## src/rtl/gcd_stein.sv

```systemverilog
// WIDTH-bit binary (Stein) GCD engine with start/finish handshake and iteration count.
// Define GCD_STEIN_CONST_TIME_EN to pad every operation to CT_CYCLES iterations.
module gcd_stein #(
  parameter int WIDTH     = 16,
  parameter int ITER_W    = 10,
  parameter int CT_CYCLES = 4*WIDTH+2
) (
  input  logic              clk,
  input  logic              rst_n,
  input  logic              start,
  input  logic [WIDTH-1:0]  a,
  input  logic [WIDTH-1:0]  b,
  output logic [WIDTH-1:0]  gcd,
  output logic              finish,
  output logic              busy,
  output logic [ITER_W-1:0] iters
);

  localparam int KW = $clog2(WIDTH+1);

  if (WIDTH < 2) begin : g_bad_width
    $error("gcd_stein: WIDTH must be >= 2");
  end
  if (CT_CYCLES < 4*WIDTH+1) begin : g_bad_ct
    $error("gcd_stein: CT_CYCLES must be >= 4*WIDTH+1");
  end

`ifdef GCD_STEIN_CONST_TIME_EN
  typedef enum logic [1:0] {IDLE, CALC, DONE, PAD} state_t;
`else
  typedef enum logic [1:0] {IDLE, CALC, DONE} state_t;
`endif

  state_t state, state_n;

  logic [WIDTH-1:0]  x, x_n;
  logic [WIDTH-1:0]  y, y_n;
  logic [KW-1:0]     k, k_n;
  logic [ITER_W-1:0] cnt, cnt_n, cnt_inc;
  logic [WIDTH-1:0]  gcd_q, gcd_n;
  logic [ITER_W-1:0] iters_q, iters_n;
  logic              fin;

  always_ff @(posedge clk or negedge rst_n) begin
    if (!rst_n) begin
      state   <= IDLE;
      x       <= '0;
      y       <= '0;
      k       <= '0;
      cnt     <= '0;
      gcd_q   <= '0;
      iters_q <= '0;
    end else begin
      state   <= state_n;
      x       <= x_n;
      y       <= y_n;
      k       <= k_n;
      cnt     <= cnt_n;
      gcd_q   <= gcd_n;
      iters_q <= iters_n;
    end
  end

  // saturating iteration counter
  assign cnt_inc = (cnt == '1) ? cnt : cnt + 1'b1;

  always_comb begin
    state_n = state;
    x_n     = x;
    y_n     = y;
    k_n     = k;
    cnt_n   = cnt;
    gcd_n   = gcd_q;
    iters_n = iters_q;
    fin     = 1'b0;
    unique case (state)
      IDLE: begin
        if (start) begin
          x_n     = a;
          y_n     = b;
          k_n     = '0;
          cnt_n   = '0;
          state_n = CALC;
        end
      end
      CALC: begin
        cnt_n = cnt_inc;
        // rule order guarantees the subtractions never underflow
        priority case (1'b1)
          (x == '0): begin
            gcd_n = y << k;
            fin   = 1'b1;
          end
          (y == '0): begin
            gcd_n = x << k;
            fin   = 1'b1;
          end
          (!x[0] && !y[0]): begin
            x_n = x >> 1;
            y_n = y >> 1;
            k_n = k + 1'b1;
          end
          (!x[0]): x_n = x >> 1;
          (!y[0]): y_n = y >> 1;
          (x >= y): x_n = x - y;
          default: y_n = y - x;
        endcase
        if (fin) begin
`ifdef GCD_STEIN_CONST_TIME_EN
          if (cnt_inc == ITER_W'(CT_CYCLES)) begin
            state_n = DONE;
            iters_n = cnt_inc;
          end else begin
            state_n = PAD;
          end
`else
          state_n = DONE;
          iters_n = cnt_inc;
`endif
        end
      end
`ifdef GCD_STEIN_CONST_TIME_EN
      PAD: begin
        cnt_n = cnt_inc;
        if (cnt_inc == ITER_W'(CT_CYCLES)) begin
          state_n = DONE;
          iters_n = cnt_inc;
        end
      end
`endif
      DONE: state_n = IDLE;
      default: state_n = IDLE;
    endcase
  end

  assign gcd    = gcd_q;
  assign iters  = iters_q;
  assign finish = (state == DONE);
  assign busy   = (state != IDLE);

endmodule

```

## config.mk

```make
export PLATFORM = sky130hd
export DESIGN_NAME = gcd_stein
export DESIGN_NICKNAME = d
export VERILOG_FILES = /design/src/rtl/gcd_stein.sv
export SDC_FILE = /design/constraint.sdc
export NUM_CORES = 1
export LEC_CHECK = 0
export BUFFER_PORTS_ARGS = -buffer_cell sky130_fd_sc_hd__clkbuf_2
export CAP_MARGIN = 15
export CORE_ASPECT_RATIO = 0.7
export CORE_MARGIN = 8
export CORE_UTILIZATION = 45
export CTS_CLUSTER_DIAMETER = 200
export DETAILED_ROUTE_END_ITERATION = 10
export PLACE_DENSITY_LB_ADDON = 0.05
export SLEW_MARGIN = 20
export SYNTH_ARGS = -nofsm -noshare
export SYNTH_HDL_FRONTEND = slang
export SYNTH_SLANG_ARGS = --single-unit
```

## constraint.sdc

```tcl
create_clock -name clk -period 3 [get_ports clk]
set_input_delay 0.6 -clock clk [delete_from_list [all_inputs] [get_ports clk]]
set_output_delay 0.6 -clock clk [all_outputs]
set_load 0.1 [all_outputs]
```

* Word-level counts from Yosys, hierarchy flattened
Index checks and enable logic that the tools add are counted.
Operators by class: add/sub/neg operators 4, magnitude comparators 1, eq/ne operators 12, shift-type cells 2, multiplexer cells 32, reduce and logical (&&, ||, !) cells 18
Operators by type and width (count):
- $mux 16 | 16
- $pmux 16 s2 | 2
- $logic_not 16->1 | 2
- $shl 16x5->16 | 2
- $sub 16x16->16 | 2
- $mux 10 | 2
- $mux 5 | 4
- $pmux 10 s2 | 1
- $ge 16x16->1 | 1
- $ne 4x4->1 const B | 3
- $reduce_and 6->1 | 2
- $add 10x1->10 const B | 1
- $eq 10x10->1 const B | 1
- $ne 2x2->1 const B | 5
- $pmux 5 s2 | 1
- $reduce_and 5->1 | 2
- $reduce_and 2->1 | 4
- $reduce_bool 2->1 | 3
- $add 5x1->5 const B | 1
- $mux 2 | 2
- $pmux 2 s2 | 1
- $reduce_and 4->1 | 1
- $mux 1 | 3
- $ne 3x3->1 const B | 1
- 5 further kinds | 6
Storage, ports and cells: bits in registers 75, input bits 35, output and inout bits 28, word-level logic and storage cells 78

* Depth between registers and ports, before layout
Gate-level depths: netlist of the first run.
depth in word-level cells 8, gate-level depth with buffers 13, gate-level depth less buffers 11

* Worst setup path after synthesis of the first run
OpenSTA, ideal clock, no wires.
kind flip-flop to flip-flop, start point reg x[0], end point reg y[14], setup time 0.134 ns, arrival time 2.585 ns, data required time 2.866 ns, setup slack 0.281 ns, stages on the path, launching flop included 14, clock period less this slack 2.719 ns, path through dfrtp_1 -> inv_1 -> ha_1 -> inv_1 -> fa_1 -> a211oi_2 -> o21ai_1 -> a211oi_1 -> a21o_1 -> buf_6 -> o31ai_4 -> buf_4 -> nor3_1 -> a211oi_2
Between the ends: word-level cells in the longest chain between the ends 8, elaborated cells between the ends (all ways) 16, those cells by class add/sub (1); order compare (1); eq/ne (3); mux (7); reduce/logical (4)
Ends and longest elaborated chain:
- start, declared | RTL line 36 | logic [WIDTH-1:0] x, x_n;
- start signal, assigned | RTL line 55 | x <= x_n;
- $sub 16x16->16 | RTL line 106 | default: y_n = y - x;
- $mux 16 (6 in a row) | RTL line 89 | priority case (1'b1)
- $pmux 16 s2 | RTL line 76 | unique case (state)
- end signal, assigned | RTL line 56 | y <= y_n;
- end, declared | RTL line 37 | logic [WIDTH-1:0] y, y_n;
Several ways; a longest one is shown, not always the timed one. The select of a mux whose other input is x is not followed. A chain may end at the register's enable or synchronous reset.

* Worst setup path in the final report of the first run
start point reg y[7], end point reg x[3]
Between the ends: word-level cells in the longest chain between the ends 3, elaborated cells between the ends (all ways) 5, those cells by class order compare (1); eq/ne (2); reduce/logical (2)
Ends and longest elaborated chain (RTL line):
- $ge 16x16->1 or $logic_not 16->1 (tied branches) | 105, 94
- $ne 4x4->1 (no line) or $ne 2x2->1 (tied branches)
- $reduce_and 6->1 (no line) *
Every way passes the cells marked *; elsewhere a longest branch is shown, timed or not.

==> key figures, run 1 <==
Drt
  • Wire length per cell: ~20 microns
  • 1st-pass router iterations: 5
  • Final antenna-violating net count: 0
  • Iter 0 DRT Violations: 565
  • Via count: 6103
  • Routed WL: 20800 microns
  • DRC viols: 0
  • DR vias/cell: 6.02

Floorplanning
  • Die height: 114 microns
  • Die area: about 0.018 sq mm
  • Standard-cell row count: 35
  • I/O Pins: 63
  • Core ar.: 0.0133 sq mm
  • Die Wd: 156 microns
  • Initial Utilization: 46.6%

Global routing
  • Vias in the first global route: 5740
  • Antenna violations before repair: 0
  • First-pass GRT wire length: 32500 microns
  • Gr ovfl total: 0
  • Global-route usage over all layers: around 23%
  • Pin count of the biggest net entering global routing: 76

Worst setup path
  • Worst Path Required: 3.25 ns
  • CP Max Fanout: 7
  • Worst setup EP type: flip-flop
  • Arr. time, crit path: 3.15 ns
  • WS Path Type: flip-flop to flip-flop
  • Critical Path Start Type: flip-flop

Synthesis
  • YS warnings: 0
  • Distinct cells, synth: 75
  • Main flop type after synthesis: dfrtp_1
  • Top cells by area, synth: dfrtp_1, ha_1, nand2_1
  • Synth async-reset ratio: 100%
  • Mapped cell area: 0.00618 sq mm
  • Syn_area_per_cell: 8.34 sq um
  • Synth Register Bits: 75
  • Register area share after synthesis: 30.4%
  • Synthesized Nets: 812
  • Number of synthesized flops with an enable pin: 0
  • Most frequent cells after synthesis: nand2_1, dfrtp_1, nor2_1, a21oi_1, o21ai_0
  • Syn Inst Count: 741
  • Cell with the most instances after synthesis: nand2_1
  • Post-synth top area cell: dfrtp_1
  • Share of the synthesized area in the top cell type: between 30% and 40%

Clocking
  • Clock Latency Late Sink: 0.35 ns
  • CTS tree: yes
  • # hold bufs at CTS: 0
  • Clk sinks: 75
  • H-tree levels: 3
  • Num CTS Buffers: 9
  • Clock Path Buffers: 2
  • Clk slew on worst S/H paths: 0.07 ns
  • Root Driver: clkbuf_16

STA
  • Final count of hold timing violations: 0
  • Final Cycle Share: 96.6%
  • TNS Setup: 0 ns
  • PnR worst setup slack: 0.103 ns
  • Final Slew Violations: 0
  • Final Critical Period: 2.90 ns
  • Worst Skew: approximately 0.011 ns
  • Unrepaired setup endpoints after global routing: no
  • Final setup viols: 0
  • Achievable frequency: 0.345 GHz
  • Worst slew pin tran: 1.02 ns
  • Max_slew headroom: 31.9%

Final layout
  • FF/Latch Area: 0.00188 sq mm
  • Final #Nets: 895
  • Share of cells above drive strength 1: 21.4%
  • Fill count: 1318
  • Diodes inserted: 0
  • Final core utilization: 54.6%
  • Final Cell Area: 0.00724 sq mm
  • Area delta synth->final: 17.2%
  • Footprint of the multi-input gates: 0.00395 sq mm

Flow run
  • Total of max-cap violations: 0

Hold path
  • Worst min path class: input port to asynchronous set/reset pin

Place
  • PortBufs: 62
  • Final HPWL DP: 15900 microns
  • Area after DPL: approximately 0.0069 sq mm
  • GPL Wtd Cong: about 0.96
  • Pre-CTS setup slack: 0.0585 ns

Status
  • Outcome: finished, final reports clean
## metal layers
metal  up-vias  GRT usage [%]  share of wire (%)
met5         -              0                  0
met2       276           31.8                 40
met1      2915           34.9                 49
met3        23           6.49                9.6
met4         0           4.70                1.3
li1       2889              -                  -
## sequential cells by signal, summed over array words and instances (netlist names)
register,count
iters,10
k,5
cnt,10
y,16
state,2
gcd,16
x,16
## worst max-delay path: stages (launching register included)
cell and delay, ns:
dfrtp_1 0.35, inv_1 0.07, ha_1 0.36, nand2_1 0.18, o21ai_1 0.36, a211oi_1 0.14
buf_4 0.16, a21o_1 0.23, buf_4 0.17, nor3_4 0.40, a222oi_1 0.16, o21ai_0 0.22
## metrics by stage
step	instances	hold WS, ns
4_1_cts	1014	0.483
6_report	1014	0.431
2_1_floorplan	741	0.304
3_3_place_gp	998	0.464
5_1_grt	1014	0.502
3_5_place_dp	998	0.473
## final timing paths
check                          from        to  slack (ns)  cells past startpoint
setup / recovery               y[7]      x[3]        0.10                     11
hold reg to reg            iters[2]  iters[2]        0.48                      2
hold / removal                rst_n     y[14]        0.43                      1
setup reg to reg               y[7]      x[3]        0.10                     11
max in group asynchronous     rst_n  iters[9]        1.91                      1
min in group clk           iters[2]  iters[2]        0.48                      2
## cell usage in the layout, fill, tap and decap left out, types with 7 or more instances in the layout
master and count:
o21ai_0 48, nand2_1 78, nor2_1 58, and2_1 7
nand3_1 11, nor4_1 10, a211oi_1 15, nor3_1 16
a22oi_1 7, o31ai_1 21, a31oi_1 10, a221oi_1 13
a21o_1 13, xor2_1 13, o21ai_1 11, dfrtp_1 75
mux2i_1 19, buf_4 53, inv_1 43, clkbuf_2 61
xnor2_1 16, ha_1 34, clkbuf_16 9, a21oi_1 55
## final cells by class
cell class | instances | area share, %
multi-input combinational | 577 | 54.6
sequential | 75 | 25.9
timing repair buffer | 115 | 9.99
clock buffer | 10 | 3.30
tap | 185 | 3.20
inverter | 46 | 2.38
clock inverter | 6 | 0.657
## kinds of logic after synthesis
kind of cell | synth area share [%]
flops | 30.4
mux | 5.12
xor+xnor | 4.11
fa+ha+maj | 7.53
buf+inv | 6.40
simple gates | 17.5
compound gates | 29.0
## repair_timing
action / in CTS / in global routing
gates resized for setup: 0 / 5
endpoints found under the setup margin: 0 / 6
buffers inserted: 0 / 0
Power of run 1 is not shown: default switching activity piles up to over one toggle a cycle in this logic, so the estimate is an artifact.
==> run 2: changes to the inputs <==
CORE_UTILIZATION = 30   (was 45)
CTS_BUF_LIST = sky130_fd_sc_hd__clkbuf_8   (was default)
SKIP_CTS_REPAIR_TIMING = 1   (was default)
==> run 2 against run 1 <==
Against the previous run: non-clock buffer count is 18 higher; via count is 0.77% higher; design area is 3.3% higher; final cell count is 11% higher; routed wire length is 12% higher; clock-buffer cell count is 1 lower; register-to-register slack better by 0.03 ns; critical endpoint is now y[14]; die area is 43% higher; highest routed layer unchanged; clock skew is 0.0090 ns higher.
==> key figures, run 2 (synthesis results as in run 1) <==
Final layout
  • Area delta synth->final: 21.0%
  • Final #Nets: 913 (+2.0%)
  • Diodes inserted: 0 (unchanged)
  • Final core utilization: 36.5% (-18 points)
  • Final Cell Area: 0.00748 sq mm (+3.3%)
  • Most common cell after layout, fill and taps aside: nand2_1
  • Most frequent cells in the layout: nand2_1, dfrtp_1, buf_4
  • Share of cells above drive strength 1: 23.1% (+1.8 points)

Floorplanning
  • Initial Utilization: 30.2% (-16 points)
  • Core ar.: 0.0205 sq mm (+54%)
  • I/O Pins: 63 (unchanged)
  • Standard-cell row count: 44 (+26%)
  • Die height: 136 microns (+19%)
  • Die Wd: 188 microns (+20%)
  • Die area: 0.0255 sq mm (+43%)

STA
  • Final count of hold timing violations: 0 (unchanged)
  • Unrepaired setup endpoints after global routing: yes
  • TNS Setup: 0 ns (unchanged)
  • Worst slew pin tran: 0.759 ns (-0.263 ns)
  • Achievable frequency: 0.348 GHz (+0.91%)
  • Worst Skew: 0.0196 ns (+0.00898 ns)
  • Final Cycle Share: 95.7% (-0.87 points)
  • Final Critical Period: 2.87 ns (-0.0262 ns)
  • Final Slew Violations: 0 (unchanged)
  • Final setup viols: 0 (unchanged)
  • Max_slew headroom: 49.3% (+17 points)

Drt
  • Routed WL: 23300 microns (+12%)
  • DR vias/cell: 5.48 (-9.0%)
  • DRC viols: 0 (unchanged)
  • Via count: 6150 (+0.77%)
  • Iter 0 DRT Violations: 565 (unchanged)
  • Wire length per cell: 20.7 microns (+1.4%)
  • Final antenna-violating net count: 0 (unchanged)
  • 1st-pass router iterations: 5 (unchanged)

Worst setup path
  • Worst Path Required: 3.27 ns (+0.02 ns)
  • Worst setup EP type: flip-flop
  • Launching point of the worst reg2reg path: y[7]
  • R2r worst-path depth: 12 (+1)
  • Critical Path Start Type: flip-flop
  • Reg2Reg Setup Slack: 0.13 ns (+0.03 ns)
  • Reg-to-reg endpoint: y[14]
  • CP Launch Point: y[7]
  • CP Max Fanout: 7 (unchanged)
  • Worst Setup EP: y[14]
  • Arr. time, crit path: 3.14 ns (about the same)
  • WS Path Type: flip-flop to flip-flop

Status
  • Outcome: finished, final reports clean

Global routing
  • Gr ovfl total: 0 (unchanged)
  • Global-route usage over all layers: 18.1% (-5.1 points)
  • First-pass GRT wire length: 35700 microns (+10%)
  • Pin count of the biggest net entering global routing: 76 (unchanged)
  • Antenna violations before repair: 0 (unchanged)
  • Vias in the first global route: 5849 (+1.9%)

Clocking
  • Clock Latency Late Sink: 0.39 ns (+0.04 ns)
  • CTS tree: yes
  • H-tree levels: 3 (unchanged)
  • Clk sinks: 75 (unchanged)
  • Num CTS Buffers: 9 (unchanged)
  • Clock Path Buffers: 2 (unchanged)
  • Root Driver: clkbuf_8
  • Clk slew on worst S/H paths: 0.10 ns (+0.03 ns)

Place
  • Area after DPL: 0.00720 sq mm (+4.0%)
  • Final HPWL DP: 17900 microns (+13%)
  • PortBufs: 62 (unchanged)
  • GPL Wtd Cong: 0.916 (-4.9%)

Flow run
  • Total of max-cap violations: 0 (unchanged)

Hold path
  • Worst min path class: input port to asynchronous set/reset pin
[run 2: cell types whose count changed in the layout (fill, tap and decap cells not counted), sizes merged]
cell / change
buf: +18
clkbuf: -1
bufinv: +3
clkinv: +2
clkinvlp: -4
[run 2: routing by layer]
| layer | global-route usage, % | share of wire (%) |
|---|---|---|
| met5 | 0 | 0 |
| met4 | 3.36 | 0.70 |
| met3 | 5.59 | 8.5 |
| met2 | 24.5 | 40 |
| met1 | 27.5 | 51 |
[run 2: worst max-delay path, stage by stage (launching register included)]
cell and delay, ns:
dfrtp_1 0.36, inv_1 0.07, ha_1 0.35, buf_4 0.16
buf_4 0.16, a21oi_1 0.32, o21ai_0 0.31, a41oi_2 0.27
buf_4 0.15, nor2_1 0.05, mux2i_1 0.11, a311oi_1 0.37
a211oi_2 0.08
[run 2: worst min path at each step]
stage            from     end  slack [ns]  cells after the start
6_report        rst_n   x[10]        0.22                      2
5_1_grt         rst_n   x[12]        0.26                      2
4_1_cts         rst_n   x[10]        0.23                      2
3_5_place_dp   gcd[3]  gcd[3]        0.47                      2
3_3_place_gp   gcd[4]  gcd[4]        0.47                      1
2_1_floorplan   rst_n  cnt[0]        0.30                      0
[run 2: layout make-up]
type / instances / area, sq um
inverters: 46 / 173
repair buffers: 133 / 883
clock inverters: 7 / 116
fillers: 2167 / 13000
well taps: 276 / 345
clock buffers: 9 / 124
multi-input cells: 577 / 3960
flip-flops and latches: 75 / 1880
[run 2: per-stage QoR]
stage / worst slack, ns / hold WS, ns / std cells
final: 0.129 / 0.223 / 1123
after global routing: -0.0226 / 0.264 / 1123
after CTS: 0.0258 / 0.234 / 1122
after detailed placement: 0.0429 / 0.471 / 1106
after global placement: 0.0598 / 0.466 / 1106
after floorplan: 0.281 / 0.304 / 741
Power of run 2 is left out for the same reason.
==> run 3: changes to the inputs <==
RECOVER_POWER = 25   (was default)
==> run 3 against run 2 <==
Against the previous run: register-to-register slack is essentially flat; sequential share of layout area grew 0.050 points; first-iteration DRC count grew 7.8%; final cell count is the same; flip-flop and latch count is the same; critical path depth shrank 2; global-route usage is the same; worst hold slack gained 0.25 ns; clock-buffer cell count is the same; clock skew grew 0.0013 ns; die area is the same; utilization shrank 0.073 points; the flow now finishes with violations (max-capacitance violations, max-slew violations).
==> key figures, run 3 (synthesis results as in run 1) <==
STA
  • Achievable frequency: 0.347 GHz (-0.23%)
  • Final count of hold timing violations: 0 (unchanged)
  • Max_slew headroom: -35.6% (-85 points)
  • Final Cycle Share: 95.9% (+0.22 points)
  • Final setup viols: 0 (unchanged)
  • Worst slew pin tran: 2.03 ns (+1.28 ns)
  • Final Critical Period: 2.88 ns (+0.00667 ns)
  • Worst Skew: 0.0209 ns (+0.00126 ns)
  • Unrepaired setup endpoints after global routing: yes
  • Final Slew Violations: 76 (+76)
  • Worst hold slack: 0.470 ns (+0.247 ns)

Drt
  • DRC viols: 0 (unchanged)
  • Wire length on met1: 11900 microns (about the same)
  • Routed WL: 23300 microns (-0.13%)
  • Routed wl met3: 1950 microns (-2.0%)
  • Met2 WL: 9220 microns (about the same)
  • 1st-pass router iterations: 6 (+1)
  • DR vias/cell: 5.49 (+0.29%)
  • Top Metal Used: met4
  • Iter 0 DRT Violations: 609 (+7.8%)
  • Via count: 6168 (+0.29%)
  • Wire length per cell: 20.7 microns (-0.13%)
  • Final antenna-violating net count: 0 (unchanged)

Floorplanning
  • Die area: 0.0255 sq mm (unchanged)
  • Standard-cell row count: 44 (unchanged)
  • Die Wd: 188 microns (unchanged)
  • I/O Pins: 63 (unchanged)
  • Core ar.: 0.0205 sq mm (unchanged)
  • Initial Utilization: 30.2% (unchanged)
  • Die height: 136 microns (unchanged)

Worst setup path
  • CP max stage cell: dfrtp_1
  • WS Path Type: flip-flop to flip-flop
  • Arr. time, crit path: 3.16 ns (+0.02 ns)
  • R2r worst-path depth: 10 (-2)
  • Worst Setup EP: y[15]
  • Critical Path Start Type: flip-flop
  • Reg2Reg Setup Slack: 0.12 ns (about the same)
  • Worst Path Required: 3.28 ns (about the same)
  • Worst setup EP type: flip-flop
  • CP Max Fanout: 4 (-3)
  • Reg-to-reg endpoint: y[15]
  • Launching point of the worst reg2reg path: y[1]
  • WP depth: 10 (-2)
  • Worst path bufs/invs: 2 (-2)
  • Worst-path cell chain: inv_1 -> ha_1 -> nor2b_1 -> o31a_1 -> o31ai_2 -> buf_4 -> a21oi_1 -> or3_1 -> a41oi_1 -> o21ai_1
  • CP top delay family: compound AO/OA/AOI/OAI gates
  • Largest stage delay on the critical path: 0.44 ns (+0.07 ns)
  • CP Launch Point: y[1]

Final layout
  • Final #Nets: 913 (unchanged)
  • Most frequent cells in the layout: nand2_1, dfrtp_1, buf_4
  • Fill count: 2169 (+0.092%)
  • Diodes inserted: 0 (unchanged)
  • Share of cells above drive strength 1: 23.1% (unchanged)
  • Most common cell after layout, fill and taps aside: nand2_1
  • Area delta synth->final: 20.8%

Flow run
  • Total of max-cap violations: 1 (+1)

Clocking
  • Num CTS Buffers: 9 (unchanged)
  • Root Driver: clkbuf_8
  • Clk sinks: 75 (unchanged)
  • CTS tree: yes
  • Clk slew on worst S/H paths: 0.10 ns (about the same)
  • Clock Path Buffers: 2 (unchanged)
  • Clock Latency Late Sink: 0.40 ns (about the same)
  • H-tree levels: 3 (unchanged)

Hold path
  • Worst min path class: input port to flip-flop

Global routing
  • Antenna violations before repair: 0 (unchanged)
  • First-pass GRT wire length: 35700 microns (unchanged)
  • Vias in the first global route: 5849 (unchanged)
  • Global-route usage over all layers: 18.1% (unchanged)
  • Gr ovfl total: 0 (unchanged)
  • Pin count of the biggest net entering global routing: 76 (unchanged)

Status
  • Outcome: finished with violations
  • Failing checks: max-capacitance violations, max-slew violations

Place
  • GPL Wtd Cong: 0.916 (unchanged)
  • PortBufs: 62 (unchanged)
  • Final HPWL DP: 17900 microns (unchanged)
==> run 3: changes by cell type in the layout (fill, tap and decap cells not counted), sizes merged <==
cell	delta
buf	-2
clkbuf	+2
==> run 3: worst min-delay path by stage <==
stage / startpoint / endpoint / slack (ns) / depth (start not counted)
global route: b[6] / y[6] / 0.47 / 3
CTS: rst_n / x[10] / 0.23 / 2
floorplan: rst_n / cnt[0] / 0.30 / 0
detailed placement: gcd[3] / gcd[3] / 0.47 / 2
global placement: gcd[4] / gcd[4] / 0.47 / 1
finish: b[8] / y[8] / 0.47 / 3
==> run 3: tightest hold or removal path, stage by stage <==
cell and delay (ns):
clkbuf_2 0.08, nor2_1 0.09, o31ai_1 0.06
==> run 3: area by class of cell <==
type	instances	area [sq um]	share of cell area, %
tap	276	345	4.63
timing repair buffer	133	868	11.6
multi-input combinational	577	3960	53.1
sequential	75	1880	25.1
inverter	46	173	2.31
clock buffer	9	124	1.66
clock inverter	7	116	1.56
==> run 3: layer usage <==
layer / vias to the layer above / GRT usage, %
met1: 2986 / 27.5
li1: 2931 / -
met5: - / 0
met2: 237 / 24.5
met4: 0 / 3.36
met3: 14 / 5.59
==> run 3: through the flow <==
stage                     instance area [sq um]  cells  util [%]  setup WS, ns  TNS, ns
after global routing                       7470   1123      36.5       -0.0226  -0.0431
after floorplan                            6180    741         -         0.281        0
after CTS                                  7440   1122      36.3        0.0258        0
final                                      7470   1123      36.5         0.122        0
after detailed placement                   7200   1106      35.2        0.0429        0
after global placement                     7200   1106      35.2        0.0598        0
Power of run 3 is left out for the same reason.
